`config.mk`:
```
export PLATFORM = sky130hd
export DESIGN_NAME = jtagtap_multi
export DESIGN_NICKNAME = d
export VERILOG_FILES = /design/src/rtl/jtagtap_multi.sv
export SDC_FILE = /design/constraint.sdc
export NUM_CORES = 1
export LEC_CHECK = 0
export ABC_AREA = 0
export BUFFER_PORTS_ARGS = -buffer_cell sky130_fd_sc_hd__buf_2
export CORE_MARGIN = 3
export CORE_UTILIZATION = 40
export DETAILED_ROUTE_END_ITERATION = 8
export PLACE_DENSITY = 0.7
export SYNTH_ARGS = -nofsm -noshare
export SYNTH_HDL_FRONTEND = slang
export SYNTH_SLANG_ARGS = --single-unit
```
`constraint.sdc`:
```
create_clock -name i_tck -period 2.54 [get_ports i_tck]
set_input_delay 0.127 -clock i_tck [delete_from_list [all_inputs] [get_ports i_tck]]
set_output_delay 0.127 -clock i_tck [all_outputs]
set_load 0.02 [all_outputs]
```
`src/rtl/jtagtap_multi.sv`:
```
// jtagtap_multi: IEEE 1149.1 TAP with RISC-V DTM (dtmcontrol/dbus) front end and user scan chains.
// Build macro JTAGTAP_USER_CHAINS_EN enables user chains at IR 0x12+k; without it those codes are BYPASS.
module jtagtap_multi #(
    parameter logic [31:0] idcode    = 32'h10e31913,
    parameter int          abits     = 7,
    parameter int          irlen     = 5,
    parameter logic [2:0]  idle_hint = 3'd1,
    parameter int          nuser     = 2,
    parameter int          uwidth    = 32
) (
    input  logic                    i_tck,
    input  logic                    i_trst,
    input  logic                    i_tms,
    input  logic                    i_tdi,
    output logic                    o_tdo,
    output logic                    o_dmi_req_valid,
    output logic                    o_dmi_req_write,
    output logic [abits-1:0]        o_dmi_req_addr,
    output logic [31:0]             o_dmi_req_data,
    input  logic [31:0]             i_dmi_resp_data,
    input  logic                    i_dmi_busy,
    input  logic                    i_dmi_error,
    output logic                    o_dmi_reset,
    output logic                    o_dmi_hardreset,
    output logic [nuser-1:0]        o_user_sel,
    output logic                    o_user_capture,
    output logic                    o_user_update,
    output logic [uwidth-1:0]       o_user_wdata,
    input  logic [nuser*uwidth-1:0] i_user_rdata
);
    localparam int DBW = abits + 34;
    localparam int DRW = (DBW > uwidth) ? DBW : uwidth;
    localparam logic [irlen-1:0] IR_IDCODE = irlen'(5'h01);
    localparam logic [irlen-1:0] IR_DTMCS  = irlen'(5'h10);
    localparam logic [irlen-1:0] IR_DBUS   = irlen'(5'h11);
    localparam logic [7:0] LEN_DBUS = 8'(DBW);
    localparam logic [7:0] LEN_USER = 8'(uwidth);

    typedef enum logic [3:0] {
        TLR, RTI,
        SEL_DR, CAP_DR, SHIFT_DR, EXIT1_DR, PAUSE_DR, EXIT2_DR, UPD_DR,
        SEL_IR, CAP_IR, SHIFT_IR, EXIT1_IR, PAUSE_IR, EXIT2_IR, UPD_IR
    } tap_state_t;

    tap_state_t        state_reg, state_next;
    logic [irlen-1:0]  ir_reg, ir_shift_reg;
    logic [DRW-1:0]    dr_reg, dr_shift, dr_capture;
    logic [1:0]        dmistat_reg;
    logic [abits-1:0]  dmi_addr_reg;
    logic              tdo_reg;
    logic [7:0]        dr_len;
    logic              sel_idcode, sel_dtmcs, sel_dbus, sel_user;
    logic [nuser-1:0]  user_hit;
    logic [uwidth-1:0] user_rdata_sel;
    logic [1:0]        live_stat;
    logic [1:0]        dbus_op;
    logic [31:0]       dbus_data;
    logic [abits-1:0]  dbus_addr;
    logic              dmi_issue;

    // TAP state register and next-state logic
    always_ff @(posedge i_tck or posedge i_trst) begin
        if (i_trst) begin
            state_reg <= TLR;
        end else begin
            state_reg <= state_next;
        end
    end

    always_comb begin
        state_next = state_reg;
        case (state_reg)
            TLR:      state_next = i_tms ? TLR      : RTI;
            RTI:      state_next = i_tms ? SEL_DR   : RTI;
            SEL_DR:   state_next = i_tms ? SEL_IR   : CAP_DR;
            CAP_DR:   state_next = i_tms ? EXIT1_DR : SHIFT_DR;
            SHIFT_DR: state_next = i_tms ? EXIT1_DR : SHIFT_DR;
            EXIT1_DR: state_next = i_tms ? UPD_DR   : PAUSE_DR;
            PAUSE_DR: state_next = i_tms ? EXIT2_DR : PAUSE_DR;
            EXIT2_DR: state_next = i_tms ? UPD_DR   : SHIFT_DR;
            UPD_DR:   state_next = i_tms ? SEL_DR   : RTI;
            SEL_IR:   state_next = i_tms ? TLR      : CAP_IR;
            CAP_IR:   state_next = i_tms ? EXIT1_IR : SHIFT_IR;
            SHIFT_IR: state_next = i_tms ? EXIT1_IR : SHIFT_IR;
            EXIT1_IR: state_next = i_tms ? UPD_IR   : PAUSE_IR;
            PAUSE_IR: state_next = i_tms ? EXIT2_IR : PAUSE_IR;
            EXIT2_IR: state_next = i_tms ? UPD_IR   : SHIFT_IR;
            UPD_IR:   state_next = i_tms ? SEL_DR   : RTI;
            default:  state_next = TLR;
        endcase
    end

`ifdef JTAGTAP_USER_CHAINS_EN
    generate
        for (genvar gi = 0; gi < nuser; gi++) begin : g_user_hit
            assign user_hit[gi] = (ir_reg == irlen'(5'h12 + gi));
        end
    endgenerate

    always_comb begin
        user_rdata_sel = '0;
        for (int k = 0; k < nuser; k++) begin
            if (user_hit[k]) begin
                user_rdata_sel = i_user_rdata[k*uwidth +: uwidth];
            end
        end
    end
`else
    logic unused_user_rdata;
    assign user_hit          = '0;
    assign user_rdata_sel    = '0;
    assign unused_user_rdata = ^i_user_rdata;
`endif

    assign sel_idcode = (ir_reg == IR_IDCODE);
    assign sel_dtmcs  = (ir_reg == IR_DTMCS);
    assign sel_dbus   = (ir_reg == IR_DBUS);
    assign sel_user   = |user_hit;
    assign live_stat  = i_dmi_busy ? 2'd3 : (i_dmi_error ? 2'd2 : 2'd0);

    assign dbus_op   = dr_reg[1:0];
    assign dbus_data = dr_reg[33:2];
    assign dbus_addr = dr_reg[DBW-1:34];

    // Selected DR length and parallel capture value; anything undecoded is the 1-bit bypass
    always_comb begin
        dr_len     = 8'd1;
        dr_capture = '0;
        if (sel_dbus) begin
            dr_len = LEN_DBUS;
            dr_capture[DBW-1:0] = {dmi_addr_reg, i_dmi_resp_data, dmistat_reg | live_stat};
        end else if (sel_idcode) begin
            dr_len = 8'd32;
            dr_capture[31:0] = idcode;
        end else if (sel_dtmcs) begin
            dr_len = 8'd32;
            dr_capture[31:0] = {17'b0, idle_hint, dmistat_reg, 6'(abits), 4'h1};
        end else if (sel_user) begin
            dr_len = LEN_USER;
            dr_capture[uwidth-1:0] = user_rdata_sel;
        end
    end

    // TDI enters at the top of the active length; bits above it are don't-care until next capture
    generate
        for (genvar gi = 0; gi < DRW; gi++) begin : g_dr_shift
            if (gi == DRW - 1) begin : g_top
                assign dr_shift[gi] = (dr_len == 8'(gi + 1)) ? i_tdi : 1'b0;
            end else begin : g_mid
                assign dr_shift[gi] = (dr_len == 8'(gi + 1)) ? i_tdi : dr_reg[gi + 1];
            end
        end
    endgenerate

    always_ff @(posedge i_tck or posedge i_trst) begin
        if (i_trst) begin
            dr_reg       <= DRW'(idcode);
            ir_shift_reg <= IR_IDCODE;
        end else begin
            if (state_reg == CAP_DR) begin
                dr_reg <= dr_capture;
            end else if (state_reg == SHIFT_DR) begin
                dr_reg <= dr_shift;
            end
            if (state_reg == CAP_IR) begin
                ir_shift_reg <= {ir_reg[irlen-1:2], 2'b01};
            end else if (state_reg == SHIFT_IR) begin
                ir_shift_reg <= {i_tdi, ir_shift_reg[irlen-1:1]};
            end
        end
    end

    // dmistat only latches from clean, so BUSY can never be downgraded to FAILED
    always_ff @(posedge i_tck or posedge i_trst) begin
        if (i_trst) begin
            dmistat_reg  <= 2'd0;
            dmi_addr_reg <= '0;
        end else begin
            if (state_reg == CAP_DR && sel_dbus && dmistat_reg == 2'd0) begin
                dmistat_reg <= live_stat;
            end else if (o_dmi_reset || o_dmi_hardreset) begin
                dmistat_reg <= 2'd0;
            end
            if (dmi_issue) begin
                dmi_addr_reg <= dbus_addr;
            end
        end
    end

    always_ff @(negedge i_tck or posedge i_trst) begin
        if (i_trst) begin
            ir_reg  <= IR_IDCODE;
            tdo_reg <= idcode[0];
        end else begin
            if (state_reg == TLR) begin
                ir_reg <= IR_IDCODE;
            end else if (state_reg == UPD_IR) begin
                ir_reg <= ir_shift_reg;
            end
            tdo_reg <= (state_reg == SHIFT_IR) ? ir_shift_reg[0] : dr_reg[0];
        end
    end

    assign o_tdo = tdo_reg;
    assign dmi_issue = (state_reg == UPD_DR) && sel_dbus && (dmistat_reg == 2'd0) &&
                       ((dbus_op == 2'd1) || (dbus_op == 2'd2));

    // Strobes are decoded from registered state, so each lasts exactly one i_tck cycle
    always_comb begin
        o_dmi_req_valid = 1'b0;
        o_dmi_req_write = 1'b0;
        o_dmi_req_addr  = '0;
        o_dmi_req_data  = '0;
        o_dmi_reset     = 1'b0;
        o_dmi_hardreset = 1'b0;
        o_user_capture  = 1'b0;
        o_user_update   = 1'b0;
        o_user_wdata    = '0;
        if (dmi_issue) begin
            o_dmi_req_valid = 1'b1;
            o_dmi_req_write = (dbus_op == 2'd2);
            o_dmi_req_addr  = dbus_addr;
            o_dmi_req_data  = dbus_data;
        end
        if (state_reg == UPD_DR && sel_dtmcs) begin
            o_dmi_reset     = dr_reg[16];
            o_dmi_hardreset = dr_reg[17];
        end
        if (sel_user) begin
            o_user_capture = (state_reg == CAP_DR);
            o_user_update  = (state_reg == UPD_DR);
            if (state_reg == UPD_DR) begin
                o_user_wdata = dr_reg[uwidth-1:0];
            end
        end
    end

    assign o_user_sel = user_hit;

endmodule

```
==> Word level (Yosys, flattened, before mapping) <==
Index checks and enable logic that the tools add are counted.
{ "word_totals": {"ff_bits": 65, "inputBits": 102, "wordCells": 164, "output_inout_bits": 80} }
{ "classes": {"muxes": 78, "bitwise_logic": 1, "n_reduce_logical": 17, "n_eq_ne": 61} }
{ "ops": {"columns": ["cell", "count"], "rows": [
  ["$eq 8x5->1 const B", 16],
  ["$mux 41", 2],
  ["$eq 8x6->1 const B", 10],
  ["$eq 8x4->1 const B", 8],
  ["$mux 32", 2],
  ["$mux 1", 49],
  ["$pmux 4 s12", 1],
  ["$eq 4x4->1 const B", 8],
  ["$eq 8x3->1 const B", 4],
  ["$mux 29", 1],
  ["$mux 5", 4],
  ["$mux 6", 3],
  ["$eq 4x3->1 const B", 4],
  ["$eq 8x2->1 const B", 2],
  ["$mux 4", 4],
  ["$mux 2", 7],
  ["$mux 13", 1],
  ["$eq 5x5->1 const B", 2],
  ["$mux 9", 1],
  ["$eq 4x2->1 const B", 2],
  ["$eq 8x1->1 const B", 1],
  ["$reduce_bool 2->1", 4],
  ["$mux 7", 1],
  ["$logic_and 1x1->1", 6],
  ["other kinds (11)", 14]
]} }

==> Longest topological paths before layout <==
Gate-level depths: netlist of the first run.
{ "logic_depth": {"word_depth": 8, "ltp_mapped": 7, "depth_no_buf": 4} }

==> results of run 1 <==
-- worst max-delay path, stage by stage (launching register included) --
cell	delay [ns]
dfstp_2	0.52
or4b_4	0.49
nor4b_4	0.26
buf_4	0.20
buf_16	0.13
and2_2	0.15
buf_6	0.11
-- cell usage in the layout (no fill, tap or decap), types with 7 or more instances in the layout --
cell      Yosys  routed
buf_6         4      49
clkbuf_8      0       9
buf_2         4      38
dfstp_2      15      15
o21ai_0      25      12
inv_1         9       9
nand2_1      25      24
o21ai_1       1      14
and2_4        0      28
a221oi_2      0      18
nor2_1       68      66
buf_8         0       7
and2_2        0      14
a221oi_1     26       8
a21oi_1      24      21
dfrtp_1      46      46
conb_1        1      36
nor2b_1      10      10
buf_4        37      27
mux2_4        0       7
-- stage by stage --
stage / utilization / setup slack [ns] / power (mW) / TNS, ns
floorplan: - / -0.765 / 3.99 / -59.25
global placement: 0.502 / -0.760 / 4.59 / -58.00
detailed placement: 0.502 / -0.807 / 4.70 / -61.86
CTS: 0.568 / -1.11 / 5.68 / -74.87
global route: 0.590 / -1.20 / 6.36 / -86.92
finish: 0.590 / -1.11 / 5.92 / -79.60
-- kinds of logic after synthesis --
| logic type | synth area share |
|---|---|
| AND/OR/NAND/NOR | 0.241 |
| buffers and inverters | 0.124 |
| flip-flops | 0.424 |
| adder cells (fa/ha/maj) | 0.00322 |
| multiplexers | 0.0393 |
| other | 0.000966 |
| AO/OA/AOI/OAI | 0.164 |
| XOR/XNOR | 0.00451 |
-- final cells by class --
| class | instances | area share |
|---|---|---|
| clock inverter | 9 | 0.0143 |
| timing repair buffer | 128 | 0.216 |
| sequential | 65 | 0.299 |
| tap | 129 | 0.0293 |
| inverter | 8 | 0.00614 |
| multi-input combinational | 330 | 0.413 |
| clock buffer | 9 | 0.0225 |
-- worst max path at each step --
stage | from | end | slack (ns) | cells past startpoint
after floorplan | ir_reg[0] | o_dmi_req_data[10] | -0.77 | 6
after global routing | ir_reg[0] | o_dmi_req_data[29] | -1.20 | 6
after detailed placement | ir_reg[0] | dmi_addr_reg[3] | -0.81 | 4
final | ir_reg[0] | o_dmi_req_data[7] | -1.11 | 6
after CTS | ir_reg[0] | o_dmi_req_addr[6] | -1.11 | 6
after global placement | ir_reg[0] | o_dmi_req_write | -0.76 | 5
-- report_power, final --
part           switching (mW)  internal [mW]
registers               0.433           1.61
clock network           0.428          0.454
logic                    1.64           1.35
-- metal layers --
| layer | vias to the layer above | wire, µm | GRT usage |
|---|---|---|---|
| met5 | - | 0 | 0 |
| met1 | 1724 | 4490 | 0.237 |
| li1 | 1672 | - | - |
| met4 | 0 | 208 | 0.0655 |
| met2 | 93 | 5360 | 0.325 |
| met3 | 14 | 424 | 0.0383 |
-- what timing repair did --
action,CTS,global route
endpoints found under the hold margin,10,0
gates resized for setup,99,51
setup endpoints to repair,93,97
pin swaps,7,19
hold buffers,1,0
gates cloned,4,0
setup buffers,3,5
-- Yosys cell counts, drive strengths merged (2+ instances only) --
master   n  area (µm²)
or3      2        12.5
o22ai    5        31.3
mux2    10         113
a31oi    4        25.0
dfrtp   46        1150
a22oi    3        22.5
nand3    4        20.0
buf     48         354
and3b    2        18.8
mux2i    4        40.0
nor4b    3        41.3
nor3    12        71.3
clkbuf  24        92.6
and3     2        12.5
a221oi  26         228
and2    42         263
xnor2    2        17.5
dfstp   15         394
dfrtn    4         100
nor2    68         255
o21ai   26         130
inv      9        33.8
a21oi   24         120
nand2   26         100
nor2b   10        62.6
==> results.ini, run 1 <==
[global_route]
grt_pass1_wl_um = 16900
grt-ovfl-total = 0
grt_use_total = 0.190
grt_max_degree = 47
antenna_found_initial = 0
first_global_vias = 3398

[layout]
nFillCells = 770
largest_register_ffs = 41
insertedDiodeCount = 0
layout-drive-gt1-share = 0.468
design_area_um2 = 5500
area_growth_pct = 41.7
seqCellArea_um2 = 1650
num-nets-final = 647
multi_input_area_um2 = 2270
instances_no_fill = 678

[floorplan]
placementRows = 35
die_w_um = 105
ioPinCount = 182
initial_utilization = 0.416
die_h_um = 105
die_area_um2 = 10900
coreArea_um2 = 9330

[min_path]
min-delay-start = i_dmi_resp_data[0]
holdPathStages = 3
min_to = dr_reg[2]
min_path_type = in -> reg

[drt]
via_per_inst = 5.17
drtIter0Drc = 127
routed_wl_um = 10500
detail-route-antenna-nets = 0
dr.pass1.iters = 5
drc = 0
wl_per_cell_um = 15.5
vias = 3503

[synth]
synth.avg_cell_area_um2 = 8.81
ys_types = 54
synth-seq-area-share = 0.424
async_reset_ff_frac = 1.00
synth_edf_count = 0
netlist_area_um2 = 3880
synthCells = 441
synth_ff_type = dfrtp_1
ys_warn_count = 0
ys_ff_latch = 65

[power_and_ir_drop]
power_density_nw_per_um2 = 1070
leakagePower_nw = 2.48
ir_drop_v = 0.000440

[clock_tree]
worstSkewPairLatency_ns = 0.38
clock_sinks = 65
numCtsBuffers = 9
ctsLongestPathBuffers = 2
cts-htree-levels = 3
path_clk_slew_ns = 0.07
cts_root_buf = clkbuf_8
cts_tree = done

[run]
maxCapViolations = 0

[critical_path]
r2r-start = ir_reg[0]
cp.required_ns = 2.41
worst_r2r_path_depth = 6
arrival_ns = 3.53
start_kind = flip-flop
r2r_end = dmi_addr_reg[6]
crit_path_max_fanout = 12
cp-end-kind = output port
path_class = reg -> out
r2r_slack_ns = -0.89

[placement]
dp_hpwl_um = 7160
port_buffers = 81
gp_congestion = 0.853
post-place-cells = 648
placed_area_um2 = 4680

[timing]
whs_ns = 0.0161
slew_viol_final = 0
slew_headroom = 0.578
hold_violations = 0
finalClockSkew_ns = 0.0388
tightest_slew_ns = 0.625
fin_ws_ns = -1.11
rsz0062_at_grt = true
setup_viol = 93

[run_status]
violations = negative setup slack
status = finished, violations left

No activity file was read; power rests on OpenSTA's default activity.
==> run 2: changes to the inputs <==
CELL_PAD_IN_SITES_DETAIL_PLACEMENT = 0   (was not set)
CELL_PAD_IN_SITES_GLOBAL_PLACEMENT = 2   (was not set)
CORE_UTILIZATION = 26   (was 40)
PLACE_DENSITY = not set   (was 0.7)
PLACE_DENSITY_LB_ADDON = 0.1   (was not set)
RECOVER_POWER = 100   (was not set)
==> results.ini, run 2 (synthesis gave the netlist of run 1 again) <==
[run_status]
status = finished, violations left
violations = negative setup slack

[layout]
design_area_um2 = 5870  ; +6.7%
nFillCells = 1475  ; +92%
multi_input_area_um2 = 2310  ; +1.8%
final_common_cell = nor2_1
seqCellArea_um2 = 1650  ; +0.15%
layout-drive-gt1-share = 0.482  ; +0.0141
insertedDiodeCount = 0  ; unchanged
num-nets-final = 660  ; +2.0%
instances_no_fill = 746  ; +10%
layout_common_cells = nor2_1 (66), buf_6 (56), dfrtp_1 (44), buf_2 (37), conb_1 (36)
largest_register_ffs = 41  ; unchanged
area_growth_pct = 51.2

[critical_path]
crit_path_max_fanout = 11  ; -1
cp-end-kind = output port
path_class = reg -> out
path_delay_family = simple AND/OR/NAND/NOR gates
cp.required_ns = 2.41  ; about the same
start_kind = flip-flop
critPathBufInv = 3  ; unchanged
slowest_delay_ns = 0.51  ; about the same
arrival_ns = 3.55  ; +0.02 ns
cpMaxStageDelayCell = dfstp_2
path_common_cell = buf_6
path_cells = or4b_4 > nor4b_4 > buf_6 > buf_12 > and2_2 > buf_6

[timing]
whs_ns = 0.0381  ; +0.0220 ns
tns_ns = -87.86  ; -8.26 ns
slew_viol_final = 0  ; unchanged
rsz0062_at_grt = true
setup_viol = 93  ; unchanged
tightest_slew_ns = 1.03  ; +0.408 ns
finalClockSkew_ns = 0.0586  ; +0.0198 ns
hold_violations = 0  ; unchanged
fin_ws_ns = -1.13  ; -0.0175 ns
slew_headroom = 0.312  ; -0.266

[clock_tree]
clock_sinks = 65  ; unchanged
numCtsBuffers = 9  ; unchanged
ctsLongestPathBuffers = 2  ; unchanged
path_clk_slew_ns = 0.06  ; about the same
cts-htree-levels = 3  ; unchanged
worstSkewPairLatency_ns = 0.39  ; about the same
cts_root_buf = clkbuf_16
cts_tree = done

[power_and_ir_drop]
p_total_mw = 6.47  ; +9.3%
power_density_nw_per_um2 = 1100  ; +2.4%
ir_drop_v = 0.000503  ; +14%
leakagePower_nw = 2.59  ; +4.8%

[global_route]
grt_use_total = 0.148  ; -0.0418
first_global_vias = 3504  ; +3.1%
antenna_found_initial = 0  ; unchanged
grt-ovfl-total = 0  ; unchanged
grt_max_degree = 38  ; -19%
grt_pass1_wl_um = 19000  ; +12%

[floorplan]
placementRows = 44  ; +26%
coreArea_um2 = 14600  ; +56%
die_area_um2 = 16400  ; +50%
ioPinCount = 182  ; unchanged
die_h_um = 128  ; +23%
initial_utilization = 0.266  ; -0.150
die_w_um = 128  ; +23%

[drt]
dr.pass1.iters = 4  ; -1
wl_per_cell_um = 16.3  ; +5.4%
drtIter0Drc = 162  ; +28%
routed_wl_um = 12200  ; +16%
via_per_inst = 4.65  ; -10%
drc = 0  ; unchanged
vias = 3466  ; -1.1%
detail-route-antenna-nets = 0  ; unchanged

[min_path]
min_path_type = in -> reg

[placement]
placed_area_um2 = 4800  ; +2.5%
port_buffers = 81  ; unchanged
gp_congestion = 0.720  ; -16%
post-place-cells = 708  ; +9.3%
dp_hpwl_um = 8220  ; +15%

[run]
maxCapViolations = 0  ; unchanged

run 2: cell count changes in the layout (fill, tap and decap cells not counted), moves of 2 or more:
cell,before,now
a21oi_2,3,9
clkbuf_16,0,12
clkbuf_8,9,1
clkinvlp_4,4,1
clkbuf_2,0,2
buf_4,27,24
dfrtp_2,0,2
dfrtp_1,46,44
a21oi_1,21,15
clkbuf_1,0,7
buf_8,7,5
buf_6,49,56
run 2: layer usage:
layer,routed length (µm),share of wire,track usage
met5,0,0,0
met4,196,0.016,0.0581
met3,502,0.041,0.0288
met2,5980,0.49,0.243
met1,5480,0.45,0.191
run 2: cell type report:
| cell class | instances | share of cell area |
|---|---|---|
| clock inverters | 5 | 0.00490 |
| flip-flops and latches | 65 | 0.281 |
| clock buffers | 13 | 0.0462 |
| inverters | 8 | 0.00533 |
| well taps | 184 | 0.0392 |
| multi-input cells | 330 | 0.394 |
| repair buffers | 141 | 0.230 |
run 2: final timing paths:
check / cells past startpoint / slack, ns / to / startpoint
worst max-delay path: 6 / -1.13 / o_dmi_req_data[3] / ir_reg[0]
worst min-delay path: 3 / 0.04 / dr_reg[14] / i_dmi_resp_data[12]
worst max register to register: 9 / -1.01 / dr_reg[9] / ir_reg[0]
worst min register to register: 2 / 0.48 / dr_reg[8] / dr_reg[8]
max in group asynchronous: 3 / 0.47 / ir_reg[0] / i_trst
min in group asynchronous: 3 / 0.45 / ir_shift_reg[4] / i_trst
run 2: what timing repair did:
item | in CTS | in global routing
hold endpoints to repair | 10 | 0
pin swaps | 26 | 22
gates cloned | 4 | 2
buffers inserted | 10 | 6
setup endpoints to repair | 93 | 97
hold buffers | 1 | 0
resized for setup | 134 | 33
run 2: worst register-to-register path: cells and delay by family (launching register included):
family	cells	cell delay (ns)
buf+inv	5	0.81
flops	1	0.51
simple gates	3	0.80
compound gates	1	0.05
run 2: through the flow:
stage                     setup WS [ns]   util
after floorplan                  -0.765      -
after global placement           -0.913  0.329
after detailed placement         -0.933  0.329
after CTS                         -1.14  0.392
after global routing              -1.21  0.403
final                             -1.13  0.403
run 2: power breakdown:
| group | switching (mW) | internal (mW) | leakage [nW] | total [mW] |
|---|---|---|---|---|
| combinational | 1.69 | 1.48 | 1.69 | 3.17 |
| clock | 0.482 | 0.752 | 0.152 | 1.23 |
| sequential | 0.451 | 1.61 | 0.752 | 2.06 |
